File: src/rtl/decode_pkg.sv
// Shared types for the RV32I/Zicsr decode stage: instruction IDs, opcodes,
// the decoded bundle layout and the stage FSM states.
package decode_pkg;

   localparam int INSTR_ID_W = 6;
   localparam int IMM_MAX_W  = 64;
   localparam int SHAMT_MAX_W = 6;

   typedef enum logic [INSTR_ID_W-1:0] {
      ID_LUI, ID_AUIPC, ID_JAL, ID_JALR,
      ID_BEQ, ID_BNE, ID_BLT, ID_BGE, ID_BLTU, ID_BGEU,
      ID_LB, ID_LH, ID_LW, ID_LBU, ID_LHU,
      ID_SB, ID_SH, ID_SW,
      ID_ADDI, ID_SLTI, ID_SLTIU, ID_XORI, ID_ORI, ID_ANDI, ID_SLLI, ID_SRLI, ID_SRAI,
      ID_ADD, ID_SUB, ID_SLL, ID_SLT, ID_SLTU, ID_XOR, ID_SRL, ID_SRA, ID_OR, ID_AND,
      ID_CSRRW, ID_CSRRS, ID_CSRRC, ID_CSRRWI, ID_CSRRSI, ID_CSRRCI,
      ID_ECALL, ID_EBREAK,
      ID_INVALID = 6'h3F
   } instr_id_e;

   localparam logic [6:0] OPC_LOAD   = 7'b0000011;
   localparam logic [6:0] OPC_OPIMM  = 7'b0010011;
   localparam logic [6:0] OPC_AUIPC  = 7'b0010111;
   localparam logic [6:0] OPC_STORE  = 7'b0100011;
   localparam logic [6:0] OPC_OP     = 7'b0110011;
   localparam logic [6:0] OPC_LUI    = 7'b0110111;
   localparam logic [6:0] OPC_BRANCH = 7'b1100011;
   localparam logic [6:0] OPC_JALR   = 7'b1100111;
   localparam logic [6:0] OPC_JAL    = 7'b1101111;
   localparam logic [6:0] OPC_SYSTEM = 7'b1110011;

   // Immediate and shift amount are kept at the widest XLEN; the stage
   // slices them down to its own XLEN at the output.
   typedef struct packed {
      instr_id_e              id;
      logic [4:0]             rd;
      logic [4:0]             rs1;
      logic [4:0]             rs2;
      logic [2:0]             func3;
      logic [6:0]             func7;
      logic [IMM_MAX_W-1:0]   imm;
      logic [SHAMT_MAX_W-1:0] shamt;
      logic                   illegal;
   } decoded_t;

   localparam decoded_t DECODED_RESET = '{
      id: ID_INVALID, rd: '0, rs1: '0, rs2: '0, func3: '0,
      func7: '0, imm: '0, shamt: '0, illegal: 1'b0
   };

   typedef enum logic [1:0] {ST_EMPTY, ST_FULL, ST_SKID} stage_state_e;

endpackage

File: src/rtl/decode_stage_if.sv
// Fetch-side and execute-side handshake bundle of the decode stage.
// Handshake: a beat moves on a rising clk edge where valid && ready are both
// high; the sender holds its payload stable while valid is high and ready low,
// and ready never depends combinationally on valid.
interface decode_stage_if #(
   parameter int XLEN = 32,
   parameter int ID_W = 6,
   parameter int PC_W = 32
);
   localparam int SHW = $clog2(XLEN);

   logic            in_valid;
   logic            in_ready;
   logic [31:0]     in_instr;
   logic [PC_W-1:0] in_pc;

   logic            out_valid;
   logic            out_ready;
   logic [PC_W-1:0] out_pc;
   logic [ID_W-1:0] out_id;
   logic [4:0]      out_rd;
   logic [4:0]      out_rs1;
   logic [4:0]      out_rs2;
   logic [2:0]      out_func3;
   logic [6:0]      out_func7;
   logic [XLEN-1:0] out_imm;
   logic [SHW-1:0]  out_shamt;
   logic            out_illegal;

   // Environment side: fetch drives instructions, execute drives out_ready.
   modport master (
      output in_valid, in_instr, in_pc, out_ready,
      input  in_ready, out_valid, out_pc, out_id, out_rd, out_rs1, out_rs2,
             out_func3, out_func7, out_imm, out_shamt, out_illegal
   );

   // Decode stage side.
   modport slave (
      input  in_valid, in_instr, in_pc, out_ready,
      output in_ready, out_valid, out_pc, out_id, out_rd, out_rs1, out_rs2,
             out_func3, out_func7, out_imm, out_shamt, out_illegal
   );
endinterface

File: src/rtl/decode_comb.sv
// Purely combinational RV32I/Zicsr decoder: instruction word in, bundle out.
import decode_pkg::*;

module decode_comb #(
   parameter bit EN_CSR = 1'b1
) (
   input  logic [31:0] instr,
   output decoded_t    dec
);
   logic [6:0]           opc;
   logic [2:0]           f3;
   logic [6:0]           f7;
   logic [IMM_MAX_W-1:0] imm_i, imm_s, imm_b, imm_u, imm_j;
   instr_id_e            id_c;
   logic [IMM_MAX_W-1:0] imm_c;

   assign opc = instr[6:0];
   assign f3  = instr[14:12];
   assign f7  = instr[31:25];

   assign imm_i = {{52{instr[31]}}, instr[31:20]};
   assign imm_s = {{52{instr[31]}}, instr[31:25], instr[11:7]};
   assign imm_b = {{51{instr[31]}}, instr[31], instr[7], instr[30:25], instr[11:8], 1'b0};
   assign imm_u = {{32{instr[31]}}, instr[31:12], 12'b0};
   assign imm_j = {{43{instr[31]}}, instr[31], instr[19:12], instr[20], instr[30:21], 1'b0};

   // One case on opcode picks both the instruction ID and the immediate format.
   always_comb begin
      id_c  = ID_INVALID;
      imm_c = '0;
      case (opc)
         OPC_LUI:   begin id_c = ID_LUI;   imm_c = imm_u; end
         OPC_AUIPC: begin id_c = ID_AUIPC; imm_c = imm_u; end
         OPC_JAL:   begin id_c = ID_JAL;   imm_c = imm_j; end
         OPC_JALR:  begin id_c = ID_JALR;  imm_c = imm_i; end
         OPC_BRANCH: begin
            imm_c = imm_b;
            case (f3)
               3'b000:  id_c = ID_BEQ;
               3'b001:  id_c = ID_BNE;
               3'b100:  id_c = ID_BLT;
               3'b101:  id_c = ID_BGE;
               3'b110:  id_c = ID_BLTU;
               3'b111:  id_c = ID_BGEU;
               default: ;
            endcase
         end
         OPC_LOAD: begin
            imm_c = imm_i;
            case (f3)
               3'b000:  id_c = ID_LB;
               3'b001:  id_c = ID_LH;
               3'b010:  id_c = ID_LW;
               3'b100:  id_c = ID_LBU;
               3'b101:  id_c = ID_LHU;
               default: ;
            endcase
         end
         OPC_STORE: begin
            imm_c = imm_s;
            case (f3)
               3'b000:  id_c = ID_SB;
               3'b001:  id_c = ID_SH;
               3'b010:  id_c = ID_SW;
               default: ;
            endcase
         end
         OPC_OPIMM: begin
            imm_c = imm_i;
            case (f3)
               3'b000:  id_c = ID_ADDI;
               3'b010:  id_c = ID_SLTI;
               3'b011:  id_c = ID_SLTIU;
               3'b100:  id_c = ID_XORI;
               3'b110:  id_c = ID_ORI;
               3'b111:  id_c = ID_ANDI;
               3'b001:  if (f7 == 7'b0000000) id_c = ID_SLLI;
               default: begin
                  if (f7 == 7'b0000000)      id_c = ID_SRLI;
                  else if (f7 == 7'b0100000) id_c = ID_SRAI;
               end
            endcase
         end
         OPC_OP: begin
            if (f7 == 7'b0000000) begin
               case (f3)
                  3'b000:  id_c = ID_ADD;
                  3'b001:  id_c = ID_SLL;
                  3'b010:  id_c = ID_SLT;
                  3'b011:  id_c = ID_SLTU;
                  3'b100:  id_c = ID_XOR;
                  3'b101:  id_c = ID_SRL;
                  3'b110:  id_c = ID_OR;
                  default: id_c = ID_AND;
               endcase
            end else if (f7 == 7'b0100000) begin
               if (f3 == 3'b000)      id_c = ID_SUB;
               else if (f3 == 3'b101) id_c = ID_SRA;
            end
         end
         OPC_SYSTEM: begin
            imm_c = imm_i;
            case (f3)
               3'b000: begin
                  if (instr == 32'h0000_0073)      id_c = ID_ECALL;
                  else if (instr == 32'h0010_0073) id_c = ID_EBREAK;
               end
               3'b001:  if (EN_CSR) id_c = ID_CSRRW;
               3'b010:  if (EN_CSR) id_c = ID_CSRRS;
               3'b011:  if (EN_CSR) id_c = ID_CSRRC;
               3'b101:  if (EN_CSR) id_c = ID_CSRRWI;
               3'b110:  if (EN_CSR) id_c = ID_CSRRSI;
               3'b111:  if (EN_CSR) id_c = ID_CSRRCI;
               default: ;
            endcase
         end
         default: ;
      endcase
   end

   assign dec = '{
      id:      id_c,
      rd:      instr[11:7],
      rs1:     instr[19:15],
      rs2:     instr[24:20],
      func3:   f3,
      func7:   f7,
      imm:     imm_c,
      shamt:   instr[25:20],
      illegal: (id_c == ID_INVALID)
   };

endmodule

File: src/rtl/decode_stage.sv
// Registered decode stage with a one-entry skid register behind the output
// register, so in_ready is a flop and never follows out_ready combinationally.
import decode_pkg::*;

module decode_stage #(
   parameter int XLEN   = 32,
   parameter int ID_W   = 6,
   parameter bit EN_CSR = 1'b1,
   parameter int PC_W   = 32
) (
   input  logic           clk,
   input  logic           rst_n,
   input  logic           flush,
   decode_stage_if.slave  bus,
   output stage_state_e   state_dbg
);
   localparam int SHW = $clog2(XLEN);

   decoded_t        dec;
   decoded_t        out_q, skid_q;
   logic [PC_W-1:0] out_pc_q, skid_pc_q;
   logic            in_ready_q, out_valid_q;
   stage_state_e    state_q;
   logic            accept, transfer;

   decode_comb #(.EN_CSR(EN_CSR)) u_decode_comb (
      .instr (bus.in_instr),
      .dec   (dec)
   );

   assign accept   = bus.in_valid && in_ready_q;
   assign transfer = out_valid_q && bus.out_ready;

   // EMPTY/FULL/SKID control with registered in_ready/out_valid; flush wins.
   always_ff @(posedge clk or negedge rst_n) begin
      if (!rst_n) begin
         state_q     <= ST_EMPTY;
         in_ready_q  <= 1'b1;
         out_valid_q <= 1'b0;
         out_q       <= DECODED_RESET;
         skid_q      <= DECODED_RESET;
         out_pc_q    <= '0;
         skid_pc_q   <= '0;
      end else if (flush) begin
         state_q     <= ST_EMPTY;
         in_ready_q  <= 1'b1;
         out_valid_q <= 1'b0;
      end else begin
         case (state_q)
            ST_EMPTY: begin
               if (accept) begin
                  out_q       <= dec;
                  out_pc_q    <= bus.in_pc;
                  out_valid_q <= 1'b1;
                  state_q     <= ST_FULL;
               end
            end
            ST_FULL: begin
               if (accept && transfer) begin
                  out_q    <= dec;
                  out_pc_q <= bus.in_pc;
               end else if (transfer) begin
                  out_valid_q <= 1'b0;
                  state_q     <= ST_EMPTY;
               end else if (accept) begin
                  skid_q     <= dec;
                  skid_pc_q  <= bus.in_pc;
                  in_ready_q <= 1'b0;
                  state_q    <= ST_SKID;
               end
            end
            default: begin
               if (transfer) begin
                  out_q      <= skid_q;
                  out_pc_q   <= skid_pc_q;
                  in_ready_q <= 1'b1;
                  state_q    <= ST_FULL;
               end
            end
         endcase
      end
   end

   assign state_dbg       = state_q;
   assign bus.in_ready    = in_ready_q;
   assign bus.out_valid   = out_valid_q;
   assign bus.out_pc      = out_pc_q;
   assign bus.out_id      = ID_W'(out_q.id);
   assign bus.out_rd      = out_q.rd;
   assign bus.out_rs1     = out_q.rs1;
   assign bus.out_rs2     = out_q.rs2;
   assign bus.out_func3   = out_q.func3;
   assign bus.out_func7   = out_q.func7;
   assign bus.out_imm     = out_q.imm[XLEN-1:0];
   assign bus.out_shamt   = out_q.shamt[SHW-1:0];
   assign bus.out_illegal = out_q.illegal;

   // Upper immediate/shamt bits are only consumed when XLEN is 64.
   logic unused_wide_bits;
   assign unused_wide_bits = ^out_q;

endmodule
File: src/flat_wrapper.sv
// flat-port wrapper written by rule: the top's interface ports become plain ports
module decode_stage_flat 
#(
   parameter int XLEN   = 32,
   parameter int ID_W   = 6,
   parameter bit EN_CSR = 1'b1,
   parameter int PC_W   = 32
)
  (clk, rst_n, flush, state_dbg, bus_in_valid, bus_in_instr, bus_in_pc, bus_out_ready, bus_in_ready, bus_out_valid, bus_out_pc, bus_out_id, bus_out_rd, bus_out_rs1, bus_out_rs2, bus_out_func3, bus_out_func7, bus_out_imm, bus_out_shamt, bus_out_illegal);
  decode_stage_if #(.XLEN(XLEN), .ID_W(ID_W), .PC_W(PC_W)) bus_i ();
  input  logic clk;
  input  logic rst_n;
  input  logic flush;
  output stage_state_e state_dbg;
  input wire logic [$bits(bus_i.in_valid)-1:0] bus_in_valid;
  input wire logic [$bits(bus_i.in_instr)-1:0] bus_in_instr;
  input wire logic [$bits(bus_i.in_pc)-1:0] bus_in_pc;
  input wire logic [$bits(bus_i.out_ready)-1:0] bus_out_ready;
  output wire logic [$bits(bus_i.in_ready)-1:0] bus_in_ready;
  output wire logic [$bits(bus_i.out_valid)-1:0] bus_out_valid;
  output wire logic [$bits(bus_i.out_pc)-1:0] bus_out_pc;
  output wire logic [$bits(bus_i.out_id)-1:0] bus_out_id;
  output wire logic [$bits(bus_i.out_rd)-1:0] bus_out_rd;
  output wire logic [$bits(bus_i.out_rs1)-1:0] bus_out_rs1;
  output wire logic [$bits(bus_i.out_rs2)-1:0] bus_out_rs2;
  output wire logic [$bits(bus_i.out_func3)-1:0] bus_out_func3;
  output wire logic [$bits(bus_i.out_func7)-1:0] bus_out_func7;
  output wire logic [$bits(bus_i.out_imm)-1:0] bus_out_imm;
  output wire logic [$bits(bus_i.out_shamt)-1:0] bus_out_shamt;
  output wire logic [$bits(bus_i.out_illegal)-1:0] bus_out_illegal;
  assign bus_i.in_valid = bus_in_valid;
  assign bus_i.in_instr = bus_in_instr;
  assign bus_i.in_pc = bus_in_pc;
  assign bus_i.out_ready = bus_out_ready;
  assign bus_in_ready = bus_i.in_ready;
  assign bus_out_valid = bus_i.out_valid;
  assign bus_out_pc = bus_i.out_pc;
  assign bus_out_id = bus_i.out_id;
  assign bus_out_rd = bus_i.out_rd;
  assign bus_out_rs1 = bus_i.out_rs1;
  assign bus_out_rs2 = bus_i.out_rs2;
  assign bus_out_func3 = bus_i.out_func3;
  assign bus_out_func7 = bus_i.out_func7;
  assign bus_out_imm = bus_i.out_imm;
  assign bus_out_shamt = bus_i.out_shamt;
  assign bus_out_illegal = bus_i.out_illegal;
  decode_stage #(.XLEN(XLEN), .ID_W(ID_W), .EN_CSR(EN_CSR), .PC_W(PC_W)) u_core (.clk(clk), .rst_n(rst_n), .flush(flush), .bus(bus_i), .state_dbg(state_dbg));
endmodule
File: config.mk
export PLATFORM = sky130hd
export DESIGN_NAME = decode_stage_flat
export DESIGN_NICKNAME = d
export VERILOG_FILES = /design/src/rtl/decode_pkg.sv /design/src/rtl/decode_stage_if.sv /design/src/rtl/decode_comb.sv /design/src/rtl/decode_stage.sv /design/src/flat_wrapper.sv
export SDC_FILE = /design/constraint.sdc
export NUM_CORES = 1
export LEC_CHECK = 0
export BUFFER_PORTS_ARGS = -buffer_cell sky130_fd_sc_hd__buf_2
export CAP_MARGIN = 20
export CORE_MARGIN = 1.5
export CORE_UTILIZATION = 60
export CTS_CLUSTER_DIAMETER = 60
export DETAILED_ROUTE_END_ITERATION = 10
export PLACE_DENSITY_LB_ADDON = 0.25
export SLEW_MARGIN = 0
export SYNTH_ARGS = -nofsm -noshare
export SYNTH_HDL_FRONTEND = slang
export SYNTH_SLANG_ARGS = --single-unit
File: constraint.sdc
create_clock -name clk -period 5.5 [get_ports clk]
set_input_delay 1.1 -clock clk [delete_from_list [all_inputs] [get_ports clk]]
set_output_delay 1.1 -clock clk [all_outputs]
set_load 0.03 [all_outputs]
==> qor.yml <==
place:
  placed_cell_area_um2: 10300
  portBuffers: 173
  globalplace.congestion: 0.948
  place_hpwl_mm: 15.8
  dp_slack_ps: 1860
timing:
  fin_crit_sh: 0.600
  slew_violations: 0
  tns_ps: 0
  fin_hold_ws_ps: 465
  max_slew_margin: 0.268
  hold_viol_final: 0
  fmax_mhz: 303
  finalSetupViolations: 0
  fin_worst_skew_ps: 9.75
  rsz0062_at_grt: "false"
  worstMarginPinSlew_ps: 1090
  fin_ws_ps: 2200
  fin_crit_ps: 3300
global_routing:
  grtUsageTotal: 0.299
  grt_pass1_wl_mm: 38.8
  grt_start_max_net_pins: 115
  grt.overflow.total: 0
  antenna_found_initial: 0
  grt_pass1_vias: 7556
routing:
  post_drt_wl_per_cell_um: 17.4
  drtIter0Drc: 772
  drt-total-wl_mm: 24.2
  num_vias: 8043
  antenna_left: 0
  drt-vias-per-instance: 5.77
  drt_pre_antenna_iters: 5
  drc: 0
worst_setup_path:
  cp_num_buf_inv: 1
  critPathLaunchType: "input port"
  reg2reg_from: "u_core.state_dbg[1]"
  r2r_end: "u_core.bus.out_imm[31]"
  cpPeakStageDelay_ps: 890
  path_cells: "buf_2, nor4bb_1, and2_1, o21ai_2, a21boi_2, a211oi_1, o21ai_1"
  worstRegToRegCells: 5
  required_ps: 5850
  path_class: "input port to register"
  crit_arrival_ps: 3650
  critPathTopFamily: "compound AO/OA/AOI/OAI gates"
  r2r_slack_ps: 2310
  crit_path_max_fanout: 22
  cpMaxStageDelayCell: "nor4bb_1"
  endpoint_kind: "register"
cells_and_area:
  finalNetCount: 1240
  n_antenna_cell: 0
  design_area_um2: 10900
  fillers: 1276
  drive_gt1_frac: 0.215
  fin_util: 0.712
  syn2layout_area_growth_pct: 15.4
yosys:
  yosys.area.top_type: "dfrtp_1"
  synth_cells: 1056
  syn_avg_cell_area_um2: 8.94
  postSynth.asyncResetShare: 1.00
  ys_seq_area_frac: 0.521
  synth.most_common_cell: "nand2_1"
  synthDistinctLibCells: 62
  synth-edff-count: 0
  syn_area_um2: 9450
  synthesis.nets: 1125
  ys.flop_type: "dfrtp_1"
  synthTopCellsByCount: "325 x nand2_1, 183 x dfrtp_1, 126 x o21ai_0"
  synth_area_leaders: "dfrtp_1 48%, nand2_1 13%, o21ai_0 6.7%, mux2i_1 6.3%, dfstp_2 3.6%"
  yosys_warnings: 0
  synth_top_area_share: 0.485
  ys_ff_latch: 196
clock_network:
  cts_resized: 0
  cts_made_buffers: 17
  h-tree-depth: 4
  tritoncts: "built"
  post-cts-setup-buffers: 0
  cts.path.max_buffers: 2
  cts.sinks: 196
  hold_buffers: 0
  clock-root-buffer: "clkbuf_16"
  clk_pin_slew_ps: 70
  clk_latency_ps: 430
floorplan:
  ioPinCount: 174
  die_x_um: 128
  die_area_um2: 16500
  initial_core_util: 0.617
  core-area_um2: 15300
  rows: 45
  fp.dieH_um: 128
min_path:
  holdPathEnd: "u_core.skid_q[99]"
  hold_depth: 2
  worstHoldStart: "u_core.skid_q[99]"
  hp-class: "register to register"
outcome:
  outcome: "completed"
run:
  max_cap_viol_count: 0
power:
  p_per_area_nw_per_um2: 507
  p_leak_nw: 5.19
  ir_drop_v: 0.000249
## registers in the layout, indices dropped and copies added, names as in the netlist, 3 cells and up
| name | flops |
|---|---|
| u_core.bus.out_func3 | 3 |
| u_core.bus.out_func7 | 7 |
| u_core.bus.out_id | 6 |
| u_core.bus.out_imm | 32 |
| u_core.bus.out_pc | 32 |
| u_core.bus.out_rd | 5 |
| u_core.bus.out_rs1 | 5 |
| u_core.bus.out_shamt | 4 |
| u_core.skid_pc_q | 32 |
| u_core.skid_q | 64 |
## layout make-up
| type | count | area, um^2 | share of cell area |
|---|---|---|---|
| Inverter | 5 | 18.8 | 0.00172 |
| Sequential cell | 196 | 4920 | 0.452 |
| Multi-Input combinational cell | 770 | 4110 | 0.377 |
| Clock buffer | 19 | 453 | 0.0415 |
| Clock inverter | 13 | 196 | 0.0180 |
| Timing Repair Buffer | 181 | 935 | 0.0857 |
| Tap cell | 211 | 264 | 0.0242 |
## power by group
group / total, mW / internal [mW] / switching, mW
clock: 1.35 / 0.794 / 0.559
combinational: 1.83 / 0.537 / 1.29
sequential: 2.34 / 2.02 / 0.321
total: 5.52 / 3.35 / 2.18
## worst min-delay path, delay by kind of cell (launching register included)
| family | cells | cell delay, ps |
|---|---|---|
| flops | 1 | 370 |
| simple gates | 2 | 100 |
## per-stage QoR
stage	total power [mW]	instances
after floorplan	3.61	1056
after global placement	4.12	1363
after detailed placement	4.19	1363
after CTS	5.54	1395
after global routing	5.84	1395
final	5.52	1395
## metal layers
metal	track usage	vias up	routed length, um
met5	0	-	0
met4	0.0813	0	425
met3	0.0694	39	1710
met2	0.481	304	11600
met1	0.413	3876	10500
li1	-	3824	-
## worst max-delay path by stage
stage                    startpoint                     end  slack (ps)  cells after the start
floorplan             bus_out_ready       u_core.skid_q[12]        3050                      8
global placement    bus_in_instr[2]  u_core.bus.out_imm[21]        1870                      7
detailed placement  bus_in_instr[2]  u_core.bus.out_imm[20]        1860                      7
CTS                 bus_in_instr[2]  u_core.bus.out_imm[30]        2290                      7
global route        bus_in_instr[2]       u_core.skid_q[32]        2010                      6
finish              bus_in_instr[2]  u_core.bus.out_imm[30]        2200                      7
## kinds of logic after synthesis
family,synth area share
simple gates,0.198
xor+xnor,0.00371
flops,0.521
compound gates,0.154
mux,0.0768
buf+inv,0.0460
## placed cells by master, fill, tap and decap left out, types with 7 or more instances in the layout
cell         n
a211oi_1    16
a21oi_1     51
and3_1       7
buf_2      172
buf_4        8
clkbuf_16   17
dfrtp_1    182
dfstp_2     13
mux2_2      12
mux2i_1     59
nand2_1    325
nand3_1     24
nor2_1      30
o21ai_0    126
o21ai_1     22
No activity file was read; power rests on OpenSTA's default activity.
